### config.mk
export PLATFORM = sky130hd
export DESIGN_NAME = decode_stage
export DESIGN_NICKNAME = d
export VERILOG_FILES = /design/src/rtl/decode_stage_pkg.sv /design/src/rtl/decode_stage_regfile.sv /design/src/rtl/decode_stage.sv
export SDC_FILE = /design/constraint.sdc
export NUM_CORES = 2
export LEC_CHECK = 0
export CAP_MARGIN = 20
export CORE_MARGIN = 2
export CORE_UTILIZATION = 35
export CTS_BUF_LIST = sky130_fd_sc_hd__clkbuf_8
export DETAILED_ROUTE_END_ITERATION = 10
export MAX_ROUTING_LAYER = met4
export PLACE_DENSITY = 0.49
export REMOVE_ABC_BUFFERS = 1
export SLEW_MARGIN = 25
export SYNTH_ARGS = -nofsm -noshare
export SYNTH_HDL_FRONTEND = slang
export SYNTH_SLANG_ARGS = --single-unit
### constraint.sdc
create_clock -name clk -period 37 [get_ports clk]
set_input_delay 3.7 -clock clk [delete_from_list [all_inputs] [get_ports clk]]
set_output_delay 3.7 -clock clk [all_outputs]
set_load 0.05 [all_outputs]
### src/rtl/decode_stage_pkg.sv
// Shared decode constants: MIPS opcode/funct values, ALU control and branch-type
// encodings, and the registered control bundle carried from ID into EX.
package decode_stage_pkg;

    // Primary opcodes (instr[31:26])
    localparam logic [5:0] OP_RTYPE = 6'h00;
    localparam logic [5:0] OP_J     = 6'h02;
    localparam logic [5:0] OP_JAL   = 6'h03;
    localparam logic [5:0] OP_BEQ   = 6'h04;
    localparam logic [5:0] OP_BNE   = 6'h05;
    localparam logic [5:0] OP_ADDI  = 6'h08;
    localparam logic [5:0] OP_ADDIU = 6'h09;
    localparam logic [5:0] OP_SLTI  = 6'h0A;
    localparam logic [5:0] OP_SLTIU = 6'h0B;
    localparam logic [5:0] OP_ANDI  = 6'h0C;
    localparam logic [5:0] OP_ORI   = 6'h0D;
    localparam logic [5:0] OP_XORI  = 6'h0E;
    localparam logic [5:0] OP_LUI   = 6'h0F;
    localparam logic [5:0] OP_LW    = 6'h23;
    localparam logic [5:0] OP_SW    = 6'h2B;

    // R-type function codes (instr[5:0])
    localparam logic [5:0] FN_SLL  = 6'h00;
    localparam logic [5:0] FN_SRL  = 6'h02;
    localparam logic [5:0] FN_SRA  = 6'h03;
    localparam logic [5:0] FN_ADD  = 6'h20;
    localparam logic [5:0] FN_ADDU = 6'h21;
    localparam logic [5:0] FN_SUB  = 6'h22;
    localparam logic [5:0] FN_SUBU = 6'h23;
    localparam logic [5:0] FN_AND  = 6'h24;
    localparam logic [5:0] FN_OR   = 6'h25;
    localparam logic [5:0] FN_XOR  = 6'h26;
    localparam logic [5:0] FN_NOR  = 6'h27;
    localparam logic [5:0] FN_SLT  = 6'h2A;
    localparam logic [5:0] FN_SLTU = 6'h2B;

    // jal writes its return address here
    localparam logic [4:0] LINK_REG = 5'd31;

    typedef enum logic [3:0] {
        ALU_AND  = 4'b0000,
        ALU_OR   = 4'b0001,
        ALU_ADD  = 4'b0010,
        ALU_XOR  = 4'b0011,
        ALU_NOR  = 4'b0100,
        ALU_SLL  = 4'b0101,
        ALU_SUB  = 4'b0110,
        ALU_SLT  = 4'b0111,
        ALU_SLTU = 4'b1000,
        ALU_SRL  = 4'b1001,
        ALU_SRA  = 4'b1010,
        ALU_LUI  = 4'b1011
    } alu_ctl_e;

    typedef enum logic [2:0] {
        BP_NONE = 3'b000,
        BP_BEQ  = 3'b001,
        BP_BNE  = 3'b010
    } bp_ctl_e;

    // All-zero value of this struct is the NOP bundle
    typedef struct packed {
        logic     regwrite;
        logic     regdst;
        logic     alusrc;
        logic     memwrite;
        logic     memtoreg;
        logic     link;
        bp_ctl_e  bpctl;
        alu_ctl_e aluctl;
    } ctrl_t;

endpackage

### src/rtl/decode_stage_regfile.sv
// 32x32 register file: two combinational read ports, one synchronous write port,
// asynchronous clear. $0 is hard-wired to zero and never stored.
// Optional feature macro: DECODE_WB_BYPASS_EN -- when defined, a read of the
// register being written in the same cycle returns the incoming write data.
module decode_stage_regfile (
    input  logic        clk,
    input  logic        reset,
    input  logic        i_we,
    input  logic [4:0]  i_waddr,
    input  logic [31:0] i_wdata,
    input  logic [4:0]  i_raddr_a,
    input  logic [4:0]  i_raddr_b,
    output logic [31:0] o_rdata_a,
    output logic [31:0] o_rdata_b
);
    logic [31:0] r_regs [1:31];

    genvar gi;
    generate
        for (gi = 1; gi < 32; gi++) begin : g_reg
            // Each register clears on reset and loads when addressed by write-back
            always_ff @(posedge clk or posedge reset) begin
                if (reset)
                    r_regs[gi] <= '0;
                else if (i_we && (i_waddr == 5'(gi)))
                    r_regs[gi] <= i_wdata;
            end
        end
    endgenerate

    // Read mux: $0 returns zero; optionally forward a same-cycle write
    always_comb begin
        o_rdata_a = '0;
        o_rdata_b = '0;
        if (i_raddr_a != 5'd0) begin
`ifdef DECODE_WB_BYPASS_EN
            if (i_we && (i_waddr == i_raddr_a))
                o_rdata_a = i_wdata;
            else
                o_rdata_a = r_regs[i_raddr_a];
`else
            o_rdata_a = r_regs[i_raddr_a];
`endif
        end
        if (i_raddr_b != 5'd0) begin
`ifdef DECODE_WB_BYPASS_EN
            if (i_we && (i_waddr == i_raddr_b))
                o_rdata_b = i_wdata;
            else
                o_rdata_b = r_regs[i_raddr_b];
`else
            o_rdata_b = r_regs[i_raddr_b];
`endif
        end
    end

endmodule

### src/rtl/decode_stage.sv
// MIPS instruction-decode stage: decodes the fetched word, reads the register
// file, accepts memory-stage write-back and registers the ID bundle for execute.
// Jump redirect to fetch is combinational. Optional feature macro:
// DECODE_WB_BYPASS_EN (same-cycle write-back forwarding inside the register file).
module decode_stage
    import decode_stage_pkg::*;
(
    input  logic        clk,
    input  logic        reset,
    input  logic        AnyStall,
    input  logic [31:0] FetchData_IF,
    input  logic        RegWrite_ME,
    input  logic        MemToReg_ME,
    input  logic [31:0] RdDat_ME,
    input  logic [31:0] Result_ME,
    input  logic [4:0]  WriteReg_ME,
    output logic        Jump_ID,
    output logic [25:0] JumpTgt_ID,
    output logic        RegWrite_ID,
    output logic        RegDst_ID,
    output logic        AluSrc_ID,
    output logic        MemWrite_ID,
    output logic        MemToReg_ID,
    output logic        Link_ID,
    output logic [2:0]  BpCtl_ID,
    output logic [3:0]  AluControl_ID,
    output logic [31:0] SignImm_ID,
    output logic [15:0] Imm_ID,
    output logic [4:0]  Rt_ID,
    output logic [4:0]  Rd_ID,
    output logic [31:0] RdDatA_ID,
    output logic [31:0] RdDatB_ID
);
    logic [5:0]  w_op;
    logic [5:0]  w_funct;
    logic [15:0] w_imm;
    logic [31:0] w_wb_data;
    logic [31:0] w_rdat_a;
    logic [31:0] w_rdat_b;
    ctrl_t       w_ctrl;
    logic        w_zero_ext;
    logic [4:0]  w_rd;
    logic [31:0] w_sign_imm;

    ctrl_t       r_ctrl;
    logic [31:0] r_sign_imm;
    logic [15:0] r_imm;
    logic [4:0]  r_rt;
    logic [4:0]  r_rd;
    logic [31:0] r_rdat_a;
    logic [31:0] r_rdat_b;

    assign w_op      = FetchData_IF[31:26];
    assign w_funct   = FetchData_IF[5:0];
    assign w_imm     = FetchData_IF[15:0];
    assign w_wb_data = MemToReg_ME ? RdDat_ME : Result_ME;

    // Fetch redirect must be seen before the next edge, so it bypasses the ID flops
    assign Jump_ID    = (w_op == OP_J) || (w_op == OP_JAL);
    assign JumpTgt_ID = FetchData_IF[25:0];

    decode_stage_regfile u_regfile (
        .clk       (clk),
        .reset     (reset),
        .i_we      (RegWrite_ME),
        .i_waddr   (WriteReg_ME),
        .i_wdata   (w_wb_data),
        .i_raddr_a (FetchData_IF[25:21]),
        .i_raddr_b (FetchData_IF[20:16]),
        .o_rdata_a (w_rdat_a),
        .o_rdata_b (w_rdat_b)
    );

    // Opcode/funct decode into the control bundle; anything unrecognised is a NOP
    always_comb begin
        w_ctrl     = '0;
        w_zero_ext = 1'b0;
        w_rd       = FetchData_IF[15:11];
        case (w_op)
            OP_RTYPE: begin
                w_ctrl.regwrite = 1'b1;
                w_ctrl.regdst   = 1'b1;
                case (w_funct)
                    FN_ADD, FN_ADDU: w_ctrl.aluctl = ALU_ADD;
                    FN_SUB, FN_SUBU: w_ctrl.aluctl = ALU_SUB;
                    FN_AND:          w_ctrl.aluctl = ALU_AND;
                    FN_OR:           w_ctrl.aluctl = ALU_OR;
                    FN_XOR:          w_ctrl.aluctl = ALU_XOR;
                    FN_NOR:          w_ctrl.aluctl = ALU_NOR;
                    FN_SLT:          w_ctrl.aluctl = ALU_SLT;
                    FN_SLTU:         w_ctrl.aluctl = ALU_SLTU;
                    FN_SLL:          w_ctrl.aluctl = ALU_SLL;
                    FN_SRL:          w_ctrl.aluctl = ALU_SRL;
                    FN_SRA:          w_ctrl.aluctl = ALU_SRA;
                    default:         w_ctrl        = '0;
                endcase
            end
            OP_ADDI, OP_ADDIU, OP_SLTI, OP_SLTIU,
            OP_ANDI, OP_ORI, OP_XORI, OP_LUI: begin
                w_ctrl.regwrite = 1'b1;
                w_ctrl.alusrc   = 1'b1;
                case (w_op)
                    OP_SLTI:  w_ctrl.aluctl = ALU_SLT;
                    OP_SLTIU: w_ctrl.aluctl = ALU_SLTU;
                    OP_ANDI:  w_ctrl.aluctl = ALU_AND;
                    OP_ORI:   w_ctrl.aluctl = ALU_OR;
                    OP_XORI:  w_ctrl.aluctl = ALU_XOR;
                    OP_LUI:   w_ctrl.aluctl = ALU_LUI;
                    default:  w_ctrl.aluctl = ALU_ADD;
                endcase
                w_zero_ext = (w_op == OP_ANDI) || (w_op == OP_ORI) || (w_op == OP_XORI);
            end
            OP_LW: begin
                w_ctrl.aluctl   = ALU_ADD;
                w_ctrl.regwrite = 1'b1;
                w_ctrl.alusrc   = 1'b1;
                w_ctrl.memtoreg = 1'b1;
            end
            OP_SW: begin
                w_ctrl.aluctl   = ALU_ADD;
                w_ctrl.alusrc   = 1'b1;
                w_ctrl.memwrite = 1'b1;
            end
            OP_BEQ: begin
                w_ctrl.aluctl = ALU_SUB;
                w_ctrl.bpctl  = BP_BEQ;
            end
            OP_BNE: begin
                w_ctrl.aluctl = ALU_SUB;
                w_ctrl.bpctl  = BP_BNE;
            end
            OP_JAL: begin
                w_ctrl.regwrite = 1'b1;
                w_ctrl.regdst   = 1'b1;
                w_ctrl.link     = 1'b1;
                w_rd            = LINK_REG;
            end
            default: ;
        endcase
    end

    assign w_sign_imm = w_zero_ext ? {16'h0000, w_imm} : {{16{w_imm[15]}}, w_imm};

    // ID pipeline flops: clear to the NOP bundle on reset, hold while stalled
    always_ff @(posedge clk or posedge reset) begin
        if (reset) begin
            r_ctrl     <= '0;
            r_sign_imm <= '0;
            r_imm      <= '0;
            r_rt       <= '0;
            r_rd       <= '0;
            r_rdat_a   <= '0;
            r_rdat_b   <= '0;
        end else if (!AnyStall) begin
            r_ctrl     <= w_ctrl;
            r_sign_imm <= w_sign_imm;
            r_imm      <= w_imm;
            r_rt       <= FetchData_IF[20:16];
            r_rd       <= w_rd;
            r_rdat_a   <= w_rdat_a;
            r_rdat_b   <= w_rdat_b;
        end
    end

    assign RegWrite_ID   = r_ctrl.regwrite;
    assign RegDst_ID     = r_ctrl.regdst;
    assign AluSrc_ID     = r_ctrl.alusrc;
    assign MemWrite_ID   = r_ctrl.memwrite;
    assign MemToReg_ID   = r_ctrl.memtoreg;
    assign Link_ID       = r_ctrl.link;
    assign BpCtl_ID      = r_ctrl.bpctl;
    assign AluControl_ID = r_ctrl.aluctl;
    assign SignImm_ID    = r_sign_imm;
    assign Imm_ID        = r_imm;
    assign Rt_ID         = r_rt;
    assign Rd_ID         = r_rd;
    assign RdDatA_ID     = r_rdat_a;
    assign RdDatB_ID     = r_rdat_b;

endmodule

# Word level (Yosys, flattened, before mapping)
# Index checks and enable logic that the tools add are counted.
[totals] output_inout_bits=162 in_bits=106 ff_bits=1127 wordCells=175
[op_classes] order_cmp=2 n_reduce_logical=46 n_mux=23 n_eq_ne=57 bitwise=2
[op_table] operator="binary-select mux 32 bit (select 5 bit)" n=2
[op_table] operator="two-way mux 32 bit" n=8
[op_table] operator="equality test 5 bit (second input constant)" n=16
[op_table] operator="equality test 6 bit (second input constant)" n=12
[op_table] operator="equality test 6 x 4 -> 1 bit (second input constant)" n=8
[op_table] operator="equality test 5 x 4 -> 1 bit (second input constant)" n=8
[op_table] operator="one-hot mux 4 bit (10 select lines)" n=1
[op_table] operator="logical AND 1 bit" n=31
[op_table] operator="equality test 6 x 2 -> 1 bit (second input constant)" n=4
[op_table] operator="one-hot mux 4 bit (6 select lines)" n=1
[op_table] operator="equality test 5 x 3 -> 1 bit (second input constant)" n=4
[op_table] operator="OR reduction 10 bit" n=2
[op_table] operator="one-hot mux 4 bit (4 select lines)" n=1
[op_table] operator="OR reduction 13 bit" n=1
[op_table] operator="equality test 6 x 3 -> 1 bit (second input constant)" n=2
[op_table] operator=">= comparator 6 bit (second input constant)" n=2
[op_table] operator="logical NOT 6 bit" n=2
[op_table] operator="inverter 5 -> 6 bit" n=2
[op_table] operator="one-hot mux 1 bit (2 select lines)" n=6
[op_table] operator="equality test 5 x 2 -> 1 bit (second input constant)" n=2
[op_table] operator="nonzero test 5 bit" n=2
[op_table] operator="two-way mux 9 bit" n=1
[op_table] operator="one-hot mux 3 bit (3 select lines)" n=1
[op_table] operator="OR reduction 2 bit" n=4
[op_table] operator="5 further kinds" n=7

# Longest topological paths before layout
[depth] depth_word=5 mapped_depth=9

# Cells and area by module
# From an unflattened synthesis, not the netlist that was laid out.
[unflattened] hier_cells=4179 hier_area_um2=58479.8
[by_module_without_submodules] mod="decode_stage_regfile" area_per_inst_um2=53470.0 instances=1 cells_per_inst=3786
[by_module_without_submodules] mod="decode_stage" area_per_inst_um2=5009.8 instances=1 cells_per_inst=393

# Worst setup path after synthesis
# Ideal clock, no wire load.
[synth_path] kind="input port to output port" startpoint="input port FetchData_IF[29]" endpoint="output port Jump_ID" path_slack_ns=28.582 t_arrival_ns=4.718 stages=3 path_cell_list="clkbuf_1 -> nor4_1 -> and2_1"
[synth_between] elab_chain_cells=2
[synth_lines] item="start: declaration" line_no="decode_stage.sv:11" rtl="input logic [31:0] FetchData_IF,"
[synth_lines] item="equality test 6 x 2 -> 1 bit" line_no="decode_stage.sv:59" rtl="assign Jump_ID = (w_op == OP_J) || (w_op == OP_JAL);"
[synth_lines] item="logical OR 1 bit *" line_no="decode_stage.sv:59"
[synth_lines] item="end: declaration" line_no="decode_stage.sv:17" rtl="output logic Jump_ID,"
# Mark *: on every way between the ends. The rest lies on a longest branch, timed or not.

# Worst setup path after layout
# Same ends and word-level chain as after synthesis.

==> load_flow_metrics.sql <==
INSERT INTO impl_metrics (metric_group, metric, value, unit) VALUES
('pwr', 'power.density', '56.96', 'mW/mm^2'),
('timing', 'final_critical_path_setup_slack', '27560', 'ps'),
('floorplan', 'floorplan.die_area', '0.1624', 'sq mm'),
('floorplan', 'core_area', '0.1582', 'sq mm'),
('floorplan', 'floorplan.initialDensity', '0.3522', ''),
('setup_path', 'critical_path_launch_point_type', 'primary input', ''),
('cts', 'cts_resized', '0', ''),
('timing', 'setup_total_negative_slack', '0', 'ps'),
('route', 'antenna_viol_nets_final', '0', ''),
('route', 'route.detailed.wl_per_inst', '26.69', 'um'),
('pwr', 'vdd_ir_drop_max', '40.80', 'uV'),
('final_layout', 'layout_commonest_cell', 'sky130_fd_sc_hd__dfrtp_1', ''),
('final_layout', 'multi_input_area', '0.02593', 'sq mm'),
('cts', 'clock-root-buffer', 'sky130_fd_sc_hd__clkbuf_8', ''),
('setup_path', 'crit_fanout', '9', ''),
('setup_path', 'reg2reg_depth', '4', ''),
('timing', 'finalWorstPathRequiredPeriod', '9443', 'ps'),
('cts', 'clock_tree.htree_level_count', '4', ''),
('setup_path', 'reg2reg_setup_slack', '35060', 'ps'),
('route', 'detail_route.vias_per_cell', '5.726', ''),
('pwr', 'power.leakage', '26.56', 'nW'),
('timing', 'measured_slew_at_the_worst_slew_check_pin', '1049', 'ps'),
('placed_design', 'dp.final_hpwl', '109300', 'um'),
('timing', 'slew_headroom', '0.2828', ''),
('synthesis', 'synth.distinct_cells', '53', ''),
('setup_path', 'worst_ep_arrival_time', '5740', 'ps'),
('floorplan', 'rows', '146', ''),
('setup_path', 'crit-reg2reg-capture', 'RdDatA_ID[22]', ''),
('final_layout', 'layout-drive-gt1-share', '0.1969', ''),
('placed_design', 'dpl_cell_area', '0.05979', 'sq mm'),
('global_route', 'grt_pass1_vias', '41690', ''),
('floorplan', 'die-width', '403.0', 'um'),
('global_route', 'grt_start_max_net_pins', '159', ''),
('pwr', 'fin_total_pwr', '3.627', 'mW'),
('synthesis', 'syn-mean-instance-area', '11.05', 'sq um'),
('global_route', 'globalRouteTotalUtil', '0.2474', ''),
('route', 'wirelength', '194000', 'um'),
('floorplan', 'io_pins', '268', ''),
('timing', 'timing_hold_violations_final', '0', ''),
('route', 'first_pass_iters', '6', ''),
('timing', 'setup_viol_count_final', '0', ''),
('final_layout', 'ff_latch_area', '0.02740', 'sq mm'),
('cts', 'clockBufferDepth', '3', ''),
('route', 'drcViolationCount', '0', ''),
('floorplan', 'floorplan.die.height', '403.0', 'um'),
('cts', 'cts.hold.buffers_added', '0', ''),
('cts', 'cts_tree', 'built', ''),
('placed_design', 'numPortBuffers', '266', ''),
('placed_design', 'routabilityCongestion', '0.7835', ''),
('final_layout', 'nNetsFinal', '5162', ''),
('synthesis', 'ys_seq_area_frac', '0.4917', ''),
('global_route', 'globalRoute.totalOverflow', '0', ''),
('placed_design', 'place.detailed.instances', '6932', ''),
('cts', 'clock_latency', '950', 'ps'),
('setup_path', 'worst-setup-path-type', 'in -> out', ''),
('final_layout', 'layout-area-overhead-vs-synth', '14.29', '%'),
('setup_path', 'crit_start', 'FetchData_IF[29]', ''),
('cts', 'post_cts.repair.setup_buffers', '0', ''),
('final_layout', 'instances_no_fill', '7269', ''),
('synthesis', 'synth_seq_cells', '1095', ''),
('worst_hold_path', 'hp-class', 'reg -> reg', ''),
('synthesis', 'post_synth_instance_area', '0.05572', 'sq mm'),
('global_route', 'antenna_found_initial', '3', ''),
('run_status', 'run_status', 'finished clean', ''),
('setup_path', 'crit_path_end', 'Jump_ID', ''),
('synthesis', 'syn_inst', '5045', ''),
('cts', 'clock_transition_at_the_registers_of_the_reported_paths', '60', 'ps'),
('final_layout', 'layout.cell_area.non_filler', '0.06368', 'sq mm'),
('timing', 'worst_clock_skew', '43.74', 'ps'),
('route', 'total_vias_in_the_final_route', '41620', ''),
('final_layout', 'final_cell_mix', 'sky130_fd_sc_hd__dfrtp_1 (1095), sky130_fd_sc_hd__nor2_1 (668), sky130_fd_sc_hd__a21oi_1 (629), sky130_fd_sc_hd__mux4_2 (434), sky130_fd_sc_hd__nand2_1 (433)', '');
[area by class of cell]
type / count / area share
repair buffers: 398 / 0.06036
inverters: 11 / 0.0007662
clock buffers: 246 / 0.05317
flip-flops and latches: 1095 / 0.4303
clock inverters: 88 / 0.007505
diodes: 2 / 0.00007859
well taps: 2072 / 0.04071
multi-input cells: 3357 / 0.4071
[worst min-delay path by stage]
stage,depth (start not counted),slack [ps],from,to
2_1_floorplan,2,460,u_regfile.r_regs[896],u_regfile.r_regs[896]
3_3_place_gp,2,470,AluControl_ID[3],AluControl_ID[3]
3_5_place_dp,2,470,RdDatA_ID[31],RdDatA_ID[31]
4_1_cts,2,490,RdDatA_ID[31],RdDatA_ID[31]
5_1_grt,2,520,u_regfile.r_regs[420],u_regfile.r_regs[420]
6_report,2,490,RdDatA_ID[31],RdDatA_ID[31]
[per-stage QoR]
stage,hold WS (ps),util
CTS,489.7,0.4024
detailed placement,466.9,0.3780
finish,486.5,0.4026
global route,519.1,0.4025
floorplan,460.4,-
global placement,468.7,0.3769
[power breakdown]
part / internal (mW) / switching [mW] / total (mW) / leakage, nW
sequential: 1.46 / 0.201 / 1.66 / 13.5
combinational: 0.413 / 0.415 / 0.828 / 10.8
clock: 0.603 / 0.536 / 1.14 / 2.20
[cell families (layout without fill, tap and decap cells)]
| group | Yosys count | after routing | synth area share |
|---|---|---|---|
| AO/OA/AOI/OAI | 1413 | 1413 | 0.1478 |
| XOR/XNOR | 1 | 1 | 0.0001572 |
| buffers and inverters | 593 | 743 | 0.04969 |
| flip-flops | 1095 | 1095 | 0.4917 |
| multiplexers | 654 | 654 | 0.2169 |
| other | 1 | 3 | 0.00006730 |
| AND/OR/NAND/NOR | 1288 | 1288 | 0.09370 |
[sequential cells by signal, indices dropped and copies added, names as in the netlist, 2 cells and up]
register / count
AluControl_ID: 4
SignImm_ID: 17
u_regfile.r_regs: 992
Rd_ID: 5
BpCtl_ID: 2
RdDatA_ID: 32
RdDatB_ID: 32
Rt_ID: 5
[critical path, stage by stage]
cell	delay, ps
sky130_fd_sc_hd__clkdlybuf4s50_1	540
sky130_fd_sc_hd__nor4_1	500
sky130_fd_sc_hd__and2_1	200
sky130_fd_sc_hd__clkdlybuf4s50_1	790
[synth_stat cells, types with 35 or more instances]
library cell / instances / share of area
sky130_fd_sc_hd__nand3_1: 35 / 0.0031
sky130_fd_sc_hd__mux2_2: 86 / 0.017
sky130_fd_sc_hd__a221oi_1: 39 / 0.0061
sky130_fd_sc_hd__buf_2: 71 / 0.0064
sky130_fd_sc_hd__nor2_1: 681 / 0.046
sky130_fd_sc_hd__clkbuf_1: 394 / 0.027
sky130_fd_sc_hd__mux4_2: 434 / 0.18
sky130_fd_sc_hd__nor2b_1: 67 / 0.0075
sky130_fd_sc_hd__mux2i_1: 134 / 0.024
sky130_fd_sc_hd__a21oi_1: 630 / 0.057
sky130_fd_sc_hd__a211oi_1: 81 / 0.011
sky130_fd_sc_hd__dfrtp_1: 1095 / 0.49
sky130_fd_sc_hd__buf_4: 87 / 0.012
sky130_fd_sc_hd__nand2_1: 444 / 0.030
sky130_fd_sc_hd__o21ai_0: 423 / 0.038
[metal layers]
| layer | part of all wire | GRT usage | vias up | wire (um) |
|---|---|---|---|---|
| met4 | 0.031 | 0.07977 | 0 | 6074 |
| met3 | 0.064 | 0.04183 | 335 | 12360 |
| met5 | 0 | - | - | 0 |
| met1 | 0.44 | 0.3353 | 21400 | 85580 |
| met2 | 0.46 | 0.3795 | 1485 | 90010 |
| li1 | - | - | 18400 | - |
Note: power is estimated with default switching activity, not from simulation.
